--- src/rtl/video_timing_pkg.sv ---
// Shared constants and types for the raster timing generator.
// Defaults describe SVGA 800x600@60 with a 40 MHz pixel clock.
package video_timing_pkg;

  // SVGA 800x600@60 horizontal timing, in pixels
  localparam int SVGA_H_ACTIVE = 800;
  localparam int SVGA_H_FP     = 40;
  localparam int SVGA_H_SYNC   = 128;
  localparam int SVGA_H_BP     = 88;

  // SVGA 800x600@60 vertical timing, in lines
  localparam int SVGA_V_ACTIVE = 600;
  localparam int SVGA_V_FP     = 1;
  localparam int SVGA_V_SYNC   = 4;
  localparam int SVGA_V_BP     = 23;

  // Both syncs are positive for this mode
  localparam bit SVGA_HS_POL = 1'b1;
  localparam bit SVGA_VS_POL = 1'b1;

  // Derived totals
  localparam int SVGA_H_TOTAL = SVGA_H_ACTIVE + SVGA_H_FP + SVGA_H_SYNC + SVGA_H_BP;
  localparam int SVGA_V_TOTAL = SVGA_V_ACTIVE + SVGA_V_FP + SVGA_V_SYNC + SVGA_V_BP;

  // Minimum counter widths for the default mode
  localparam int SVGA_H_CNT_W = $clog2(SVGA_H_TOTAL);
  localparam int SVGA_V_CNT_W = $clog2(SVGA_V_TOTAL);

  // Coordinate bus width; counters are kept at this width so they map
  // straight onto the coordinate outputs without extension logic
  localparam int COORD_W        = 16;
  localparam int MAX_PIPE_DELAY = 7;

  typedef logic [COORD_W-1:0] coord_t;

  // Bits carried through the re-timing delay line
  typedef struct packed {
    logic hs;
    logic vs;
    logic de;
  } sync_bits_t;

  // Inclusive window test used for the sync decodes
  function automatic logic in_window(coord_t cnt, coord_t lo, coord_t hi);
    return (cnt >= lo) && (cnt <= hi);
  endfunction

endpackage

--- src/rtl/video_timing_gen_if.sv ---
// Raster timing bus: the generator drives coordinates, sync and strobes;
// the consumer supplies the pixel-clock enable.
interface video_timing_gen_if;
  import video_timing_pkg::*;

  logic   en;
  coord_t o_x;
  coord_t o_y;
  logic   o_h_sync;
  logic   o_v_sync;
  logic   o_de;
  logic   o_line_start;
  logic   o_frame_start;
  logic [COORD_W-1:0] o_frame_cnt;
  logic   o_h_sync_d;
  logic   o_v_sync_d;
  logic   o_de_d;

  modport master (
    input  en,
    output o_x, o_y, o_h_sync, o_v_sync, o_de, o_line_start, o_frame_start,
    output o_frame_cnt, o_h_sync_d, o_v_sync_d, o_de_d
  );

  modport slave (
    output en,
    input  o_x, o_y, o_h_sync, o_v_sync, o_de, o_line_start, o_frame_start,
    input  o_frame_cnt, o_h_sync_d, o_v_sync_d, o_de_d
  );

endinterface

--- src/rtl/video_timing_gen_sync_delay_line.sv ---
// Enabled shift register that re-times sync/data-enable to match the
// latency of the downstream pixel pipeline. DEPTH 0 is a plain wire.
module sync_delay_line #(
  parameter int DEPTH = 2,
  parameter int WIDTH = 3,
  parameter logic [WIDTH-1:0] RST_VAL = '0
) (
  input  logic             clk,
  input  logic             rst,
  input  logic             en,
  input  logic [WIDTH-1:0] din,
  output logic [WIDTH-1:0] dout
);

  if (DEPTH == 0) begin : g_bypass
    assign dout = din;
  end else begin : g_shift
    logic [WIDTH-1:0] stage_reg [DEPTH];

    // Shift one stage per enabled cycle; reset flushes to inactive levels
    always_ff @(posedge clk) begin
      if (rst) begin
        for (int i = 0; i < DEPTH; i++) begin
          stage_reg[i] <= RST_VAL;
        end
      end else if (en) begin
        stage_reg[0] <= din;
        for (int i = 1; i < DEPTH; i++) begin
          stage_reg[i] <= stage_reg[i-1];
        end
      end
    end

    assign dout = stage_reg[DEPTH-1];
  end

endmodule

--- src/rtl/video_timing_gen.sv ---
// Raster scan generator: h/v counters, coordinate bus, sync, data-enable,
// line/frame strobes, completed-frame count and re-timed sync outputs.
// Outputs are registered decodes of the counters, so they trail the
// counters by one enabled cycle.
module video_timing_gen
  import video_timing_pkg::*;
#(
  parameter int H_ACTIVE   = SVGA_H_ACTIVE,
  parameter int H_FP       = SVGA_H_FP,
  parameter int H_SYNC     = SVGA_H_SYNC,
  parameter int H_BP       = SVGA_H_BP,
  parameter int V_ACTIVE   = SVGA_V_ACTIVE,
  parameter int V_FP       = SVGA_V_FP,
  parameter int V_SYNC     = SVGA_V_SYNC,
  parameter int V_BP       = SVGA_V_BP,
  parameter bit HS_POL     = SVGA_HS_POL,
  parameter bit VS_POL     = SVGA_VS_POL,
  parameter int PIPE_DELAY = 2
) (
  input  logic clk,
  input  logic rst,
  video_timing_gen_if.master vid
);

  localparam int H_TOTAL = H_ACTIVE + H_FP + H_SYNC + H_BP;
  localparam int V_TOTAL = V_ACTIVE + V_FP + V_SYNC + V_BP;
  localparam int H_CNT_W = $clog2(H_TOTAL);
  localparam int V_CNT_W = $clog2(V_TOTAL);

  // Region boundaries at coordinate width; sync windows are inclusive
  localparam coord_t H_LAST   = coord_t'(H_TOTAL - 1);
  localparam coord_t V_LAST   = coord_t'(V_TOTAL - 1);
  localparam coord_t H_ACT    = coord_t'(H_ACTIVE);
  localparam coord_t V_ACT    = coord_t'(V_ACTIVE);
  localparam coord_t HS_START = coord_t'(H_ACTIVE + H_FP);
  localparam coord_t HS_END   = coord_t'(H_ACTIVE + H_FP + H_SYNC - 1);
  localparam coord_t VS_START = coord_t'(V_ACTIVE + V_FP);
  localparam coord_t VS_END   = coord_t'(V_ACTIVE + V_FP + V_SYNC - 1);

  // Syncs idle at their inactive level, data-enable idles low
  localparam sync_bits_t SYNC_RST = sync_bits_t'({~HS_POL, ~VS_POL, 1'b0});

  // Reject timing sets that would collapse a region or overflow the bus
  if (H_FP < 1 || H_SYNC < 1 || H_BP < 1 || V_FP < 1 || V_SYNC < 1 || V_BP < 1 ||
      PIPE_DELAY < 0 || PIPE_DELAY > MAX_PIPE_DELAY ||
      H_CNT_W > COORD_W || V_CNT_W > COORD_W) begin : g_param_check
    $error("video_timing_gen: porch/sync widths must be >= 1 and PIPE_DELAY 0..7");
  end

  coord_t h_cnt_reg, h_cnt_next;
  coord_t v_cnt_reg, v_cnt_next;
  logic   frame_wrap;
  logic [COORD_W-1:0] frame_cnt_reg;

  sync_bits_t sync_dec;
  logic       line_start_dec;
  logic       frame_start_dec;

  coord_t     x_reg, y_reg;
  sync_bits_t sync_reg;
  sync_bits_t sync_d;
  logic       line_start_reg;
  logic       frame_start_reg;

  // Next counter values: v advances only on the h wrap
  always_comb begin
    h_cnt_next = h_cnt_reg + coord_t'(1);
    v_cnt_next = v_cnt_reg;
    frame_wrap = 1'b0;
    if (h_cnt_reg == H_LAST) begin
      h_cnt_next = '0;
      if (v_cnt_reg == V_LAST) begin
        v_cnt_next = '0;
        frame_wrap = 1'b1;
      end else begin
        v_cnt_next = v_cnt_reg + coord_t'(1);
      end
    end
  end

  // Decode sync, data-enable and strobes from the current counters;
  // v sync depends on v only, so its edges land on h == 0
  always_comb begin
    sync_dec.hs     = in_window(h_cnt_reg, HS_START, HS_END) ? HS_POL : ~HS_POL;
    sync_dec.vs     = in_window(v_cnt_reg, VS_START, VS_END) ? VS_POL : ~VS_POL;
    sync_dec.de     = (h_cnt_reg < H_ACT) && (v_cnt_reg < V_ACT);
    line_start_dec  = (h_cnt_reg == '0);
    frame_start_dec = (h_cnt_reg == '0) && (v_cnt_reg == '0);
  end

  // Counter and frame-count state; the frame count bumps on the v wrap
  always_ff @(posedge clk) begin
    if (rst) begin
      h_cnt_reg     <= '0;
      v_cnt_reg     <= '0;
      frame_cnt_reg <= '0;
    end else if (vid.en) begin
      h_cnt_reg <= h_cnt_next;
      v_cnt_reg <= v_cnt_next;
      if (frame_wrap) begin
        frame_cnt_reg <= frame_cnt_reg + 16'd1;
      end
    end
  end

  // Output registers; strobes drop while disabled so none is repeated
  always_ff @(posedge clk) begin
    if (rst) begin
      x_reg           <= '0;
      y_reg           <= '0;
      sync_reg        <= SYNC_RST;
      line_start_reg  <= 1'b0;
      frame_start_reg <= 1'b0;
    end else if (vid.en) begin
      x_reg           <= h_cnt_reg;
      y_reg           <= v_cnt_reg;
      sync_reg        <= sync_dec;
      line_start_reg  <= line_start_dec;
      frame_start_reg <= frame_start_dec;
    end else begin
      line_start_reg  <= 1'b0;
      frame_start_reg <= 1'b0;
    end
  end

  sync_delay_line #(
    .DEPTH   (PIPE_DELAY),
    .WIDTH   ($bits(sync_bits_t)),
    .RST_VAL (SYNC_RST)
  ) u_sync_delay (
    .clk  (clk),
    .rst  (rst),
    .en   (vid.en),
    .din  (sync_reg),
    .dout (sync_d)
  );

  assign vid.o_x           = x_reg;
  assign vid.o_y           = y_reg;
  assign vid.o_h_sync      = sync_reg.hs;
  assign vid.o_v_sync      = sync_reg.vs;
  assign vid.o_de          = sync_reg.de;
  assign vid.o_line_start  = line_start_reg;
  assign vid.o_frame_start = frame_start_reg;
  assign vid.o_frame_cnt   = frame_cnt_reg;
  assign vid.o_h_sync_d    = sync_d.hs;
  assign vid.o_v_sync_d    = sync_d.vs;
  assign vid.o_de_d        = sync_d.de;

endmodule

--- src/flat_wrapper.sv ---
// flat-port wrapper written by rule: the top's interface ports become plain ports
module video_timing_gen_flat import video_timing_pkg::*;
#(
  parameter int H_ACTIVE   = SVGA_H_ACTIVE,
  parameter int H_FP       = SVGA_H_FP,
  parameter int H_SYNC     = SVGA_H_SYNC,
  parameter int H_BP       = SVGA_H_BP,
  parameter int V_ACTIVE   = SVGA_V_ACTIVE,
  parameter int V_FP       = SVGA_V_FP,
  parameter int V_SYNC     = SVGA_V_SYNC,
  parameter int V_BP       = SVGA_V_BP,
  parameter bit HS_POL     = SVGA_HS_POL,
  parameter bit VS_POL     = SVGA_VS_POL,
  parameter int PIPE_DELAY = 2
)
  (clk, rst, vid_en, vid_o_x, vid_o_y, vid_o_h_sync, vid_o_v_sync, vid_o_de, vid_o_line_start, vid_o_frame_start, vid_o_frame_cnt, vid_o_h_sync_d, vid_o_v_sync_d, vid_o_de_d);
  video_timing_gen_if vid_i ();
  input  logic clk;
  input  logic rst;
  input wire logic [$bits(vid_i.en)-1:0] vid_en;
  output wire logic [$bits(vid_i.o_x)-1:0] vid_o_x;
  output wire logic [$bits(vid_i.o_y)-1:0] vid_o_y;
  output wire logic [$bits(vid_i.o_h_sync)-1:0] vid_o_h_sync;
  output wire logic [$bits(vid_i.o_v_sync)-1:0] vid_o_v_sync;
  output wire logic [$bits(vid_i.o_de)-1:0] vid_o_de;
  output wire logic [$bits(vid_i.o_line_start)-1:0] vid_o_line_start;
  output wire logic [$bits(vid_i.o_frame_start)-1:0] vid_o_frame_start;
  output wire logic [$bits(vid_i.o_frame_cnt)-1:0] vid_o_frame_cnt;
  output wire logic [$bits(vid_i.o_h_sync_d)-1:0] vid_o_h_sync_d;
  output wire logic [$bits(vid_i.o_v_sync_d)-1:0] vid_o_v_sync_d;
  output wire logic [$bits(vid_i.o_de_d)-1:0] vid_o_de_d;
  assign vid_i.en = vid_en;
  assign vid_o_x = vid_i.o_x;
  assign vid_o_y = vid_i.o_y;
  assign vid_o_h_sync = vid_i.o_h_sync;
  assign vid_o_v_sync = vid_i.o_v_sync;
  assign vid_o_de = vid_i.o_de;
  assign vid_o_line_start = vid_i.o_line_start;
  assign vid_o_frame_start = vid_i.o_frame_start;
  assign vid_o_frame_cnt = vid_i.o_frame_cnt;
  assign vid_o_h_sync_d = vid_i.o_h_sync_d;
  assign vid_o_v_sync_d = vid_i.o_v_sync_d;
  assign vid_o_de_d = vid_i.o_de_d;
  video_timing_gen #(.H_ACTIVE(H_ACTIVE), .H_FP(H_FP), .H_SYNC(H_SYNC), .H_BP(H_BP), .V_ACTIVE(V_ACTIVE), .V_FP(V_FP), .V_SYNC(V_SYNC), .V_BP(V_BP), .HS_POL(HS_POL), .VS_POL(VS_POL), .PIPE_DELAY(PIPE_DELAY)) u_core (.clk(clk), .rst(rst), .vid(vid_i));
endmodule
--- config.mk ---
export PLATFORM = sky130hd
export DESIGN_NAME = video_timing_gen_flat
export DESIGN_NICKNAME = d
export VERILOG_FILES = /design/src/rtl/video_timing_pkg.sv /design/src/rtl/video_timing_gen_if.sv /design/src/rtl/video_timing_gen_sync_delay_line.sv /design/src/rtl/video_timing_gen.sv /design/src/flat_wrapper.sv
export SDC_FILE = /design/constraint.sdc
export NUM_CORES = 1
export LEC_CHECK = 0
export CAP_MARGIN = 20
export CORE_ASPECT_RATIO = 0.7
export CORE_MARGIN = 2
export CORE_UTILIZATION = 49
export CTS_CLUSTER_SIZE = 25
export DETAILED_ROUTE_END_ITERATION = 10
export GPL_TIMING_DRIVEN = 0
export PLACE_DENSITY_LB_ADDON = 0.15
export SETUP_SLACK_MARGIN = 0.15
export SLEW_MARGIN = 20
export SYNTH_ARGS = -nofsm -noshare
export SYNTH_HDL_FRONTEND = slang
export SYNTH_SLANG_ARGS = --single-unit
--- constraint.sdc ---
create_clock -name clk -period 2.32 [get_ports clk]
set_clock_uncertainty 0.05 [all_clocks]
set_input_delay 0.696 -clock clk [delete_from_list [all_inputs] [get_ports clk]]
set_output_delay 0.696 -clock clk [all_outputs]
set_load 0.005 [all_outputs]
Yosys cells after proc, flatten, opt, wreduce, memory -nomap -nowiden
Memories as Yosys holds them, arrays and structs flattened.
Index checks and enable logic that the tools add are counted.
{"block": "word_totals", "regBits": 85, "mem_bits_rw": 6, "in_bits": 3, "out_inout_bits": 56, "word_cells": 47, "memories": 1}
{"name": "u_core.u_sync_delay.g_shift.stage_reg", "depth": 2, "width": 3, "read_ports": 2, "rd_ports_with_merged_regs": 0, "wr": 2, "line": "video_timing_gen_sync_delay_line.sv:18", "rtl": "logic [WIDTH-1:0] stage_reg [DEPTH];"}
{"block": "op_classes", "n_addsub": 3, "order_cmp": 6, "n_eq_ne": 2, "mux": 13, "bitwise_logic": 3, "n_reduce_logical": 9}
{"cell": "adder 16 x 1 -> 16 bit (second input constant)", "n": 3}
{"cell": ">= comparator 16 x 10 -> 1 bit (second input constant)", "n": 2}
{"cell": "<= comparator 16 x 10 -> 1 bit (second input constant)", "n": 2}
{"cell": "zero test 16 bit", "n": 2}
{"cell": "< comparator 16 x 10 -> 1 bit (second input constant)", "n": 2}
{"cell": "2-to-1 mux 16 bit", "n": 2}
{"cell": "equality test 16 x 10 -> 1 bit (second input constant)", "n": 1}
{"cell": "equality test 16 x 11 -> 1 bit (second input constant)", "n": 1}
{"cell": "2-to-1 mux 1 bit", "n": 9}
{"cell": "2-to-1 mux 3 bit", "n": 2}
{"cell": "logical AND 1 bit", "n": 4}
{"cell": "AND reduction 2 bit", "n": 2}
{"cell": "bitwise OR 1 bit", "n": 2}
{"cell": "OR reduction 2 bit", "n": 1}
{"cell": "NOT 1 bit", "n": 1}

Longest topological paths before layout
{"block": "logic_depth", "ltp_word": 4, "depth_mapped": 8, "depth_no_buf": 7}

Modules after synthesis
A second synthesis with hierarchy kept.
{"block": "hier_totals", "hier_cells": 441, "hier_area_um2": 4026.4}
{"module": "video_timing_gen", "n_inst": 1, "cells_each": 425, "area_each_um2": 3764.9, "seq_area_each_um2": 1701.6}
{"module": "sync_delay_line", "n_inst": 1, "cells_each": 16, "area_each_um2": 261.5, "seq_area_each_um2": 180.2}

Least setup slack after synthesis
OpenSTA, ideal clock, no wires.
{"block": "synth_timing", "path_type": "reg2reg", "from": "register u_core.h_cnt_reg[12]", "to": "register u_core.v_cnt_reg[7]", "setup_time_ns": 0.071, "arrival_ns": 2.052, "required_time_ns": 2.199, "slack_ns": 0.147, "path_stages_with_launch": 7, "path_buffers": 1, "synth_period_minus_slack_ns": 2.173, "path_cell_list": "dfxtp_1 -> or4_4 -> or2_0 -> buf_2 -> or3_4 -> or3_1 -> a21oi_1"}
{"block": "synth_via", "elab_chain_cells": 2}
{"item": "from (decl)", "line": "video_timing_gen.sv:50", "rtl": "coord_t h_cnt_reg, h_cnt_next;"}
{"item": "from (signal assigned)", "line": "video_timing_gen.sv:98", "rtl": "h_cnt_reg <= h_cnt_next;"}
{"item": "equality test 16 x 11 -> 1 bit", "line": "video_timing_gen.sv:70", "rtl": "if (h_cnt_reg == H_LAST) begin"}
{"item": "AND reduction 2 bit (no source line)"}
{"item": "to (signal assigned)", "line": "video_timing_gen.sv:99", "rtl": "v_cnt_reg <= v_cnt_next;"}
{"item": "to (decl)", "line": "video_timing_gen.sv:51", "rtl": "coord_t v_cnt_reg, v_cnt_next;"}
No other way between the ends.
A chain may end at the register's enable or synchronous reset.

Worst setup path after layout
{"block": "layout_timing", "from": "register u_core.h_cnt_reg[15]", "to": "register u_core.frame_cnt_reg[10] (netlist: u_core.vid.o_frame_cnt[10])"}
{"block": "layout_via", "elab_chain_cells": 3}
{"item": "equality test 16 x 11 -> 1 bit", "line": "video_timing_gen.sv:70"}
{"item": "2-to-1 mux 1 bit", "line": "video_timing_gen.sv:70"}
{"item": "AND reduction 2 bit (no source line)"}
{"item": "to (signal assigned)", "line": "video_timing_gen.sv:101", "rtl": "frame_cnt_reg <= frame_cnt_reg + 16'd1;"}
{"item": "to (decl)", "line": "video_timing_gen.sv:53", "rtl": "logic [COORD_W-1:0] frame_cnt_reg;"}
No other way between the ends.

==> key figures <==
Synthesis
  – Yosys cell types: 40
  – Number of flops mapped to enable cells by yosys: 6
  – Simple-gate share of the synthesized area: 0.259
  – Flops & latches, synth: 91
  – Fraction of synthesized cell area in xor and xnor cells: 0.0524
  – Largest family of logic cells by synthesized area: simple AND/OR/NAND/NOR gates
  – Adder-cell share of the synthesized area: 0.0218
  – Most frequent cell after synthesis: dfxtp_1
  – FFs w/ async S/R, synth: 0
  – Syn Nets: 454
  – Synth top area share: 0.424
  – Synth Area per Inst: 9.04 um^2
  – Mux cell area share after synthesis: 0.0798
  – Post-Syn Instances: 444
  – Ys Warns: 0
  – Largest area contributor in the netlist: dfxtp_1
  – Synth area leaders: dfxtp_1, mux2i_1, nor2_1
  – Mapped Area: 4010 um^2
  – Compound-Gate Fraction of Synth Area: 0.0836
  – Sequential area share after synthesis: 0.469
  – Top FF cell, synth: dfxtp_1
  – Top cells by count, synth: dfxtp_1, nor2_1, mux2i_1

Timing
  – Final worst path period need: 2.27 ns
  – Relative slew slack: 0.457
  – Fmax: 440 MHz
  – Worst slew pin tran: 0.814 ns
  – Crit share post-route: 0.980
  – Pins over their slew limit: 0
  – RSZ-0062 raised after global routing: yes
  – Worst Hold Slack: 0.441 ns
  – Final setup fails: 0
  – Final hold violation count: 0

Global route
  – First-pass GRT wire length: 16.7 mm
  – Largest net degree at the start of global routing: 15
  – Overall global routing resource usage: 0.237
  – Total grt overflow: 0
  – Vias in the first global route: 3,288
  – Antenna violations before repair: 0

CTS
  – Clock Pin Slew Worst Setup and Hold Paths: 0.06 ns
  – Maximum clock path buffer count: 2
  – CTS Root Cell: clkbuf_16
  – CTS tree: built
  – Worst-skew pair later-pin latency: 0.35 ns
  – Total CTS buffers: 9
  – CTS HTree Levels: 3
  – Clock sinks: 91

Final layout
  – Antenna diode count: 0
  – Final cell count without fillers: 631
  – Fillers: 685
  – Share of cells above drive strength 1: 0.147
  – Final net count: 535
  – Area grow syn2layout: 32.7%

Floorplan
  – Die Span Y: 79.7 um
  – Rows: 27
  – I/O pin cnt: 59
  – CORE AREA: 7910 um^2
  – Die width: 112 um
  – Die area: 8940 um^2
  – Initial core utilization: 0.508

Route
  – Vias: 3,591
  – Post-route ant nets: 0
  – DR pass1 iterations: 5
  – Post-route DRC: 0
  – Avg Vias per Cell: 5.69
  – Drt wl/cell: 16.5 um
  – DRT iter0 DRCs: 261
  – Routed wire length: 10.4 mm

Worst setup path
  – Arrival time worst endpoint: 2.43 ns
  – WP data required: 2.48 ns
  – Kind of end point of the critical path: flip-flop
  – Setup CP Type: reg2reg
  – Startpoint types: flip-flop
  – CP max FO: 10

Pwr
  – Power per cell area: 590 nW/um^2
  – Max VDD drop: 0.604 mV
  – LEAKAGE: 1.94 nW

Placed design
  – Placer congestion estimate: 0.914
  – Placed Cells incl. Taps: 603
  – Port bufs: 58
  – Post-DP HPWL: 7.06 mm

Flow run
  – Max cap viols: 0

Run status
  – Status: finished, final reports clean

Worst hold path
  – Worst Hold Class: reg2reg
[repair_timing]
| item | 4_1_cts | 5_1_grt |
|---|---|---|
| setup endpoints to repair | 81 | 62 |
| gates cloned | 0 | 0 |
| pin swaps | 15 | 10 |
| hold buffers | 0 | 0 |
| setup buffers | 9 | 3 |
| endpoints found under the hold margin | 0 | 0 |
| resized for setup | 33 | 42 |
[path summary, 6_finish.rpt]
kind / start / endpoint / slack [ns] / cells after the start
worst max-delay path: u_core.h_cnt_reg[15] / u_core.vid.o_frame_cnt[10] / 0.05 / 7
worst min register to register: u_core.vid.o_frame_cnt[15] / u_core.vid.o_frame_cnt[15] / 0.44 / 2
worst min-delay path: u_core.vid.o_frame_cnt[15] / u_core.vid.o_frame_cnt[15] / 0.44 / 2
worst max register to register: u_core.h_cnt_reg[15] / u_core.vid.o_frame_cnt[10] / 0.05 / 7
[metrics by stage]
stage          cell area, um^2  utilization  power, mW  setup slack (ns)  setup TNS [ns]
2_1_floorplan             4020            -       1.70             0.157               0
3_3_place_gp              4720        0.597       1.74            -0.870          -44.56
3_5_place_dp              4720        0.597       1.74            -0.864          -45.18
4_1_cts                   5190        0.657       3.16            0.0598               0
5_1_grt                   5330        0.674       3.24           -0.0291         -0.0923
6_report                  5330        0.674       3.14            0.0469               0
[cell families (layout without fill, tap and decap cells)]
group,Yosys count,count (layout)
AND/OR/NAND/NOR,199,199
flip-flops,91,91
AO/OA/AOI/OAI,55,55
buffers and inverters,36,122
multiplexers,32,32
XOR/XNOR,24,24
adder cells (fa/ha/maj),7,7
[layer usage]
metal	vias to the layer above	global-route usage	share of wire	routed length, um
met4	0	0.0732	0.014	142
met3	15	0.0714	0.082	855
met5	-	0	0	0
met1	1696	0.339	0.47	4900
met2	140	0.345	0.43	4500
li1	1740	-	-	-
[final cells by class]
class / instances / area (um^2) / area share
timing repair buffer: 70 / 677 / 0.127
inverter: 12 / 45.0 / 0.00846
multi-input combinational: 317 / 2170 / 0.407
clock inverter: 1 / 5.00 / 0.000940
clock buffer: 15 / 289 / 0.0543
sequential: 91 / 1890 / 0.355
buffer: 24 / 125 / 0.0235
tap: 101 / 126 / 0.0237
[where the power goes]
part | leakage, nW | total [mW] | switching (mW) | internal (mW)
clock network | 0.145 | 1.43 | 0.576 | 0.849
logic | 1.04 | 0.113 | 0.0673 | 0.0457
registers | 0.755 | 1.60 | 0.00804 | 1.59
[cells in the final DEF, fill, tap and decap left out, drive strengths merged, types with 2 or more instances in the layout]
cell,netlist,routed
dfxtp,85,85
nor2,66,66
clkdlybuf4s50,0,57
mux2i,32,32
clkbuf,17,31
a21oi,24,24
nand2,23,23
nand3,23,23
buf,7,20
xnor2,14,14
nand4,13,13
and3,13,13
and2,13,13
inv,12,12
o31ai,12,12
or4,11,11
xor2,10,10
o21ai,10,10
nor4,10,10
or3,9,9
ha,7,7
and4,6,6
edfxtp,6,6
nor3,4,4
a31o,3,3
nor4b,3,3
nand2b,2,2
[critical path, stage by stage, from the launching register on]
cell and delay, ns:
dfxtp_2 0.33, or4_4 0.57, nor4_4 0.21, nand4_1 0.23, buf_4 0.23, clkbuf_4 0.19, o31ai_1 0.24, a21oi_1 0.09
Note: power is estimated with default switching activity, not from simulation.
